### src/rtl/rc_deconv.sv
// Inverse single-pole RC filter: rebuilds x[n] = y[n-1] + (y[n]-y[n-1])/alpha from the
// smoothed stream, saturating to the sample range and counting clipped outputs.
module rc_deconv #(
   parameter int                    ADC_WIDTH  = 14,
   parameter int                    GAIN_WIDTH = 24,
   parameter logic [GAIN_WIDTH-1:0] INV_GAIN   = GAIN_WIDTH'(2048),
   parameter int                    GAIN_FRAC  = 8,
   parameter int                    CNT_WIDTH  = 16
) (
   input  logic                        clk,
   input  logic                        reset,
   input  logic signed [ADC_WIDTH-1:0] adc_dat_a,
   input  logic                        in_valid,
   output logic signed [ADC_WIDTH-1:0] adc_deconv_a,
   output logic                        out_valid,
   output logic                        sat_flag,
   input  logic                        sat_clr,
   output logic [CNT_WIDTH-1:0]        sat_count
);

   // state    | meaning
   // ST_PRIME | waiting for the first sample; it only seeds y_prev
   // ST_RUN   | every valid sample enters the pipeline and becomes the new y_prev
   typedef enum logic {
      ST_PRIME = 1'b0,
      ST_RUN   = 1'b1
   } state_t;

   localparam int DW = ADC_WIDTH + 1;
   localparam int PW = ADC_WIDTH + GAIN_WIDTH + 2;
   localparam int SW = PW + 1;

   localparam logic signed [PW-1:0] GAIN_EXT = PW'(INV_GAIN);
   localparam logic signed [SW-1:0] MAX_S    = (SW'(1) <<< (ADC_WIDTH - 1)) - SW'(1);
   localparam logic signed [SW-1:0] MIN_S    = -MAX_S - SW'(1);

   state_t                      state_q, state_d;
   logic signed [ADC_WIDTH-1:0] y_prev_q, y_prev_d;

   logic                        s1_valid_q, s1_valid_d;
   logic signed [DW-1:0]        s1_diff_q, s1_diff_d;
   logic signed [ADC_WIDTH-1:0] s1_yp_q, s1_yp_d;

   logic                        s2_valid_q, s2_valid_d;
   logic signed [PW-1:0]        s2_prod_q, s2_prod_d;
   logic signed [ADC_WIDTH-1:0] s2_yp_q, s2_yp_d;

   logic                        s3_valid_q, s3_valid_d;
   logic signed [SW-1:0]        s3_sum_q, s3_sum_d;

   logic signed [ADC_WIDTH-1:0] adc_deconv_q, adc_deconv_d;
   logic                        out_valid_q, out_valid_d;
   logic                        sat_flag_q, sat_flag_d;
   logic [CNT_WIDTH-1:0]        sat_count_q, sat_count_d;

   logic signed [PW-1:0]        prod_shift;
   logic signed [ADC_WIDTH-1:0] clip_val;
   logic                        clip_hit;
   logic                        sat_event;

   always_comb begin
      state_d    = state_q;
      y_prev_d   = y_prev_q;
      s1_valid_d = 1'b0;
      s1_diff_d  = s1_diff_q;
      s1_yp_d    = s1_yp_q;
      case (state_q)
         ST_PRIME: begin
            if (in_valid) begin
               y_prev_d = adc_dat_a;
               state_d  = ST_RUN;
            end
         end
         ST_RUN: begin
            if (in_valid) begin
               s1_valid_d = 1'b1;
               s1_diff_d  = DW'(adc_dat_a) - DW'(y_prev_q);
               s1_yp_d    = y_prev_q;
               y_prev_d   = adc_dat_a;
            end
         end
         default: state_d = ST_PRIME;
      endcase
   end

   // Full-width product; the difference is at most 15 bits so nothing is lost.
   always_comb begin
      s2_valid_d = s1_valid_q;
      s2_prod_d  = s2_prod_q;
      s2_yp_d    = s2_yp_q;
      if (s1_valid_q) begin
         s2_prod_d = PW'(s1_diff_q) * GAIN_EXT;
         s2_yp_d   = s1_yp_q;
      end
   end

   always_comb begin
      prod_shift = s2_prod_q >>> GAIN_FRAC;
      s3_valid_d = s2_valid_q;
      s3_sum_d   = s3_sum_q;
      if (s2_valid_q) begin
         s3_sum_d = SW'(prod_shift) + SW'(s2_yp_q);
      end
   end

   always_comb begin
      clip_hit = 1'b0;
      clip_val = s3_sum_q[ADC_WIDTH-1:0];
      if (s3_sum_q > MAX_S) begin
         clip_hit = 1'b1;
         clip_val = {1'b0, {(ADC_WIDTH - 1){1'b1}}};
      end else if (s3_sum_q < MIN_S) begin
         clip_hit = 1'b1;
         clip_val = {1'b1, {(ADC_WIDTH - 1){1'b0}}};
      end
   end

   always_comb begin
      adc_deconv_d = adc_deconv_q;
      out_valid_d  = 1'b0;
      sat_flag_d   = 1'b0;
      if (s3_valid_q) begin
         adc_deconv_d = clip_val;
         out_valid_d  = 1'b1;
         sat_flag_d   = clip_hit;
      end
   end

   // A clear coinciding with a clipped output keeps that one event.
   assign sat_event = out_valid_q & sat_flag_q;

   always_comb begin
      sat_count_d = sat_count_q;
      if (sat_clr) begin
         sat_count_d = sat_event ? CNT_WIDTH'(1) : '0;
      end else if (sat_event && (sat_count_q != {CNT_WIDTH{1'b1}})) begin
         sat_count_d = sat_count_q + CNT_WIDTH'(1);
      end
   end

   always_ff @(posedge clk) begin
      if (reset) begin
         state_q      <= ST_PRIME;
         y_prev_q     <= '0;
         s1_valid_q   <= 1'b0;
         s1_diff_q    <= '0;
         s1_yp_q      <= '0;
         s2_valid_q   <= 1'b0;
         s2_prod_q    <= '0;
         s2_yp_q      <= '0;
         s3_valid_q   <= 1'b0;
         s3_sum_q     <= '0;
         adc_deconv_q <= '0;
         out_valid_q  <= 1'b0;
         sat_flag_q   <= 1'b0;
         sat_count_q  <= '0;
      end else begin
         state_q      <= state_d;
         y_prev_q     <= y_prev_d;
         s1_valid_q   <= s1_valid_d;
         s1_diff_q    <= s1_diff_d;
         s1_yp_q      <= s1_yp_d;
         s2_valid_q   <= s2_valid_d;
         s2_prod_q    <= s2_prod_d;
         s2_yp_q      <= s2_yp_d;
         s3_valid_q   <= s3_valid_d;
         s3_sum_q     <= s3_sum_d;
         adc_deconv_q <= adc_deconv_d;
         out_valid_q  <= out_valid_d;
         sat_flag_q   <= sat_flag_d;
         sat_count_q  <= sat_count_d;
      end
   end

   assign adc_deconv_a = adc_deconv_q;
   assign out_valid    = out_valid_q;
   assign sat_flag     = sat_flag_q;
   assign sat_count    = sat_count_q;

endmodule

### config.mk
export PLATFORM = sky130hd
export DESIGN_NAME = rc_deconv
export DESIGN_NICKNAME = d
export VERILOG_FILES = /design/src/rtl/rc_deconv.sv
export SDC_FILE = /design/constraint.sdc
export NUM_CORES = 1
export LEC_CHECK = 0
export CAP_MARGIN = 25
export CORE_MARGIN = 3
export CORE_UTILIZATION = 31
export DETAILED_ROUTE_END_ITERATION = 6
export MAX_ROUTING_LAYER = met4
export PLACE_DENSITY = 0.47
export SYNTH_ARGS = -nofsm -noshare
export SYNTH_HDL_FRONTEND = slang
export SYNTH_SLANG_ARGS = --single-unit
### constraint.sdc
create_clock -name clk -period 4.4 [get_ports clk]
set_input_delay 0.66 -clock clk [delete_from_list [all_inputs] [get_ports clk]]
set_output_delay 0.66 -clock clk [all_outputs]
set_load 0.01 [all_outputs]
* Word-level counts from Yosys, hierarchy flattened
Index checks and enable logic that the tools add are counted.
** Cells by class
- Reductions and logical operators :: 5
- Add/subtract/negate cells :: 3
- Bitwise operators :: 3
- Mux-type cells :: 11
- Order comparisons :: 2
- Eq/ne operators :: 1
** Operators by type and width (number)
- two-way mux 14 bit :: 3
- > comparator 41 x 14 -> 1 bit, second input constant :: 1
- less-than comparator 41 x 14 -> 1 bit, second input constant :: 1
- two-way mux 16 bit :: 2
- adder 18 x 14 -> 19 bit :: 1
- adder 16 x 1 -> 16 bit, second input constant :: 1
- != test 16 bit, second input constant :: 1
- subtractor 14 x 14 -> 15 bit :: 1
- two-way mux 1 bit :: 6
- OR reduction 2 bit :: 2
- NOT 1 bit :: 2
- AND reduction 2 bit :: 1
- nonzero test 2 bit :: 1
- bitwise AND 1 bit :: 1
- logical AND 1 bit :: 1
** Word-level totals
- Output and inout bits :: 32
- Input port bits :: 18
- Logic and storage cells :: 39
- Register bits after elaboration :: 149

* Depth between registers and ports, before layout
- Depth in word-level cells :: 4
- Depth in mapped cells :: 9
- Mapped depth without buffers :: 9

* Worst setup path after synthesis
Ideal clock, no wire load.
- Kind :: input to register
- From :: input port adc_dat_a[0]
- To :: register s1_diff_q[12]
- Arrival time :: 2.174 ns
- Buffers on the path :: 0
- Stages :: 9
- Required time :: 4.316 ns
- Setup slack :: 2.141 ns
- Library setup time :: 0.084 ns
- Cells stage by stage :: inv_1 ha_1 fa_1 nor2b_1 o211ai_1 a21boi_1 o211ai_1 and3_1 o31ai_2
** Between the ends
- Longest elaborated chain between the ends :: 1
** Ends and longest elaborated chain
- start, declared :: line 12 : input logic signed [ADC_WIDTH-1:0] adc_dat_a,
- subtractor 14 x 14 -> 15 bit :: line 77 : s1_diff_d = DW'(adc_dat_a) - DW'(y_prev_q);
- end signal, assigned :: line 161 : s1_diff_q <= s1_diff_d;
- end, declared :: line 41 : logic signed [DW-1:0] s1_diff_q, s1_diff_d;
No other way between the ends.
A chain may end at the register's enable or synchronous reset.

* Worst setup path in the final report
Ends and elaborated chain as after synthesis.

==> metrics.sh <==
OUTCOME='completed'
CP_MAX_FO=3
TOTALPOWERFINAL_W=0.00282
DETAILEDROUTE.FIRSTPASSITERATIONCOUNT=4
CELLPOWERDENSITY_nW_PER_UM2=384
SLEW_HEADROOM_PCT=48.0
WORST_HOLD_SLACK_NS=0.458
GROUTE.USAGE.OVERALL_PCT=13.1
POWER.SHARE.SEQUENTIAL_PCT=42.3
CLK_PIN_SLEW_WORST_PATHS_NS=0.06
TIMING.CRITICAL_PATH.FROM_TYPE='input port'
NET_COUNT_SYNTH=730
SYNTH_XOR_XNOR_AREA_SHARE_PCT=4.39
POST_SYNTH_MUX_AREA_SHARE_PCT=9.37
SYN_AREA_UM2=5980
POST-SYNTH-TOP-AREA-FRACTION_PCT=42.5
DESIGN.DIE.AREA_UM2=21000
FINALNETCOUNT=776
SWITCHING_SHARE_PCT=22.5
FINAL_PERIOD_UTIL_PCT=58.2
INTERNAL_POWER_W=0.00219
WORST_SLACK_NS=1.84
WORSTREG2REGSTART='s2_prod_q[11]$_SDFFE_PP0P_'
HOLD_VIOL_FINAL=0
GPL.FINAL_WEIGHTED_CONGESTION=0.832
SYNTH-EDFF-COUNT=0
GRT_ANTENNA_BEFORE_REPAIR=0
SYNTH_COMPOUND_AREA_SHARE_PCT=14.4
DETAILROUTE.VIA_COUNT=4697
CRITICAL_PATH.STARTPOINT='adc_dat_a[0]'
ANTENNA_CELLS=0
PLACE.DETAILED.HPWL_UM=9590
FLOORPLAN.INITIALDENSITY_PCT=31.8
P_LEAK_nW=2.73
GRT_PASS1_VIAS=4440
DESIGN_AREA_UM2=7350
NUMBER_OF_VIAS_PER_CELL_AFTER_DETAILED_ROUTING=4.70
MIN_PERIOD_NS=2.56
PORT_BUFFERS=49
POWER_FRAC_CLOCK_PCT=50.9
SYN-MEAN-INSTANCE-AREA_UM2=8.80
DRT_DRC_VIOLATIONS_LEFT=0
SETUP_REPAIR_AFTER_GLOBAL_ROUTING_MISSED_ITS_MARGIN='false'
DETAIL_ROUTE.ITER0.VIOLATIONS=220
DRV.MAX_CAP_VIOLATION_COUNT=0
CORE-AREA_UM2=18800
CRITICAL_PATH_REQUIRED_NS=4.74
CTS_TREE='yes'
ADDER_CELL_SHARE_OF_THE_SYNTHESIZED_AREA_PCT=6.95
DOMINANT_COMBINATIONAL_CELL_FAMILY_BY_AREA_AFTER_SYNTHESIS='simple AND/OR/NAND/NOR gates'
SYNTHESIS.YOSYS.WARNINGS=0
DRIVE_GT1_SHARE_PCT=7.17
HOLDCRITSTARTPOINT='s1_yp_q[3]$_SDFFE_PP0P_'
CLOCKBUFFERDEPTH=2
YS_SEQ_ELEMENTS=127
SETUP-TNS-FINAL_NS=0
WORST_SLEW_PIN_SLEW_NS=0.779
SYNTH_TOP_CELLS_BY_AREA='dfxtp_1 (43%), mux2i_1 (9.4%), ha_1 (6.3%), nor2_1 (5.9%), a21oi_1 (4.7%)'
CTS_SETUP_BUFFERS=0
CTS.SINKS=127
FLOORPLAN.DIE.HEIGHT_UM=145
COMBINATIONALPOWERSHARE_PCT=6.8
FILLCELLCOUNT=1941
LAYOUT.CELLS.MOST_COMMON='dfxtp_1'
PEAKVDDDROP_uV=245
IO_PINS=50
SKEW_NS=0.0130
SYNTH-SIMPLE-AREA-SHARE_PCT=18.9
CLOCK.FMAX_MHz=391
SYNTH_CELL_TYPES=59
HTREEDEPTH=4
CLK_ROOT_BUF='clkbuf_16'
ASYNCSETRESETFLOPFRACSYNTH_PCT=0
GLOBALROUTE.TOTALOVERFLOW=0
DPL-INSTANCE-AREA_UM2=6730
GRT_START_MAX_NET_PINS=58
AREAGROWTHSYNTHTOFINISH_PCT=22.9
WORSTPATHARRIVAL_NS=2.90
DIE_W_UM=145
CRITICAL_PATH.ENDPOINT_TYPE='flip-flop'
SYNTH_SEQUENTIAL_AREA_RATIO_PCT=42.5
FINAL-MAX-SLEW-VIOLATION-COUNT=0
SYNTH_AREA_LEADER_CELL='dfxtp_1'
ROUTE.DETAILED.WL_PER_INST_UM=13.2
NET-SWITCHING-POWER_W=0.000636
NUMCTSBUFFERS=17
WORST_SKEW_PAIR.LATE_LATENCY_NS=0.42
SETUP-VIOLATIONS-FINAL=0
YOSYS_MOST_USED_DFF='dfxtp_1'
HOLDBUFCOUNTCTS=0
ROUTED_WL_UM=13200
LAYOUT.CELLS.MOST_COMMON_LIST='dfxtp_1 (127), nor2_1 (94), nand2_1 (65), a21oi_1 (56), mux2i_1 (56)'
GRT_PASS1_WL_UM=22500
MIN_PATH_TYPE='flip-flop to flip-flop'
ANT_NETS=0
PRE_CTS_WS_NS=1.42
POSTSYNTHCELLCOUNT=680
POST_CTS_SIZING_COUNT=0
ROWS=50
WORST-SETUP-PATH-TYPE='input port to flip-flop'
## path summary, 6_finish.rpt
check	slack, ns	depth (start not counted)	end
min	0.46	2	s1_yp_q[3]$_SDFFE_PP0P_
max reg2reg	2.18	8	s3_sum_q[15]$_SDFFE_PP0P_
min reg2reg	0.46	2	s1_yp_q[3]$_SDFFE_PP0P_
max	1.84	10	s1_diff_q[12]$_SDFFE_PP0P_
## worst max-delay path: stages
cell	delay, ns
clkdlybuf4s50_1	0.49
inv_1	0.05
ha_1	0.22
fa_1	0.38
nor2b_1	0.21
o211ai_1	0.16
a21boi_1	0.22
o211ai_1	0.13
and3_1	0.20
o31ai_2	0.19
## synth_stat cells (15+ instances only)
library cell and number:
dfxtp_1 127, nor2_1 94, nand2_1 65, a21oi_1 56, mux2i_1 56, ha_1 30
clkbuf_1 25, inv_1 24, nand3_1 18, o21ai_0 18, nand2b_1 17, o211ai_1 16
xnor2_1 15, xor2_1 15
## registers in the layout (all words and copies together), names as in the netlist, 14 cells and up
name          count
y_prev_q         14
sat_count        16
adc_deconv_a     14
s1_yp_q          14
s3_sum_q         19
s2_prod_q        15
s1_diff_q        15
s2_yp_q          14
## per-layer routing
layer,global-route usage [%],wire length (um),up-vias
met4,3.56,127,0
met3,3.84,415,12
met1,18.7,7120,2152
met5,-,0,-
met2,18.1,5500,63
li1,-,-,2470
## cells by family after synthesis
group	Yosys count
fa+ha+maj	32
flops	127
buf+inv	55
xor+xnor	30
mux	56
compound gates	136
simple gates	244
## area by class of cell
type	instances	area [um2]	area share, %
clock buffers	22	474	6.45
flip-flops and latches	127	2540	34.6
multi-input cells	498	3230	43.9
repair buffers	58	556	7.56
well taps	260	325	4.43
inverters	24	90.1	1.23
clock inverters	10	135	1.84
## power by group through the flow
stage	logic [W]	registers [W]	clock network, W
after floorplan	0.000143	0.00121	0
after global placement	0.000190	0.00122	0
after detailed placement	0.000193	0.00122	0
after CTS	0.000193	0.00119	0.00148
after global routing	0.000216	0.00120	0.00153
final	0.000192	0.00119	0.00144
## per-stage QoR
| step | utilization (%) | instances |
|---|---|---|
| 2_1_floorplan | - | 680 |
| 3_3_place_gp | 35.8 | 966 |
| 3_5_place_dp | 35.8 | 966 |
| 4_1_cts | 39.0 | 998 |
| 5_1_grt | 39.0 | 999 |
| 6_report | 39.0 | 999 |
(Power assumes the default switching activity.)
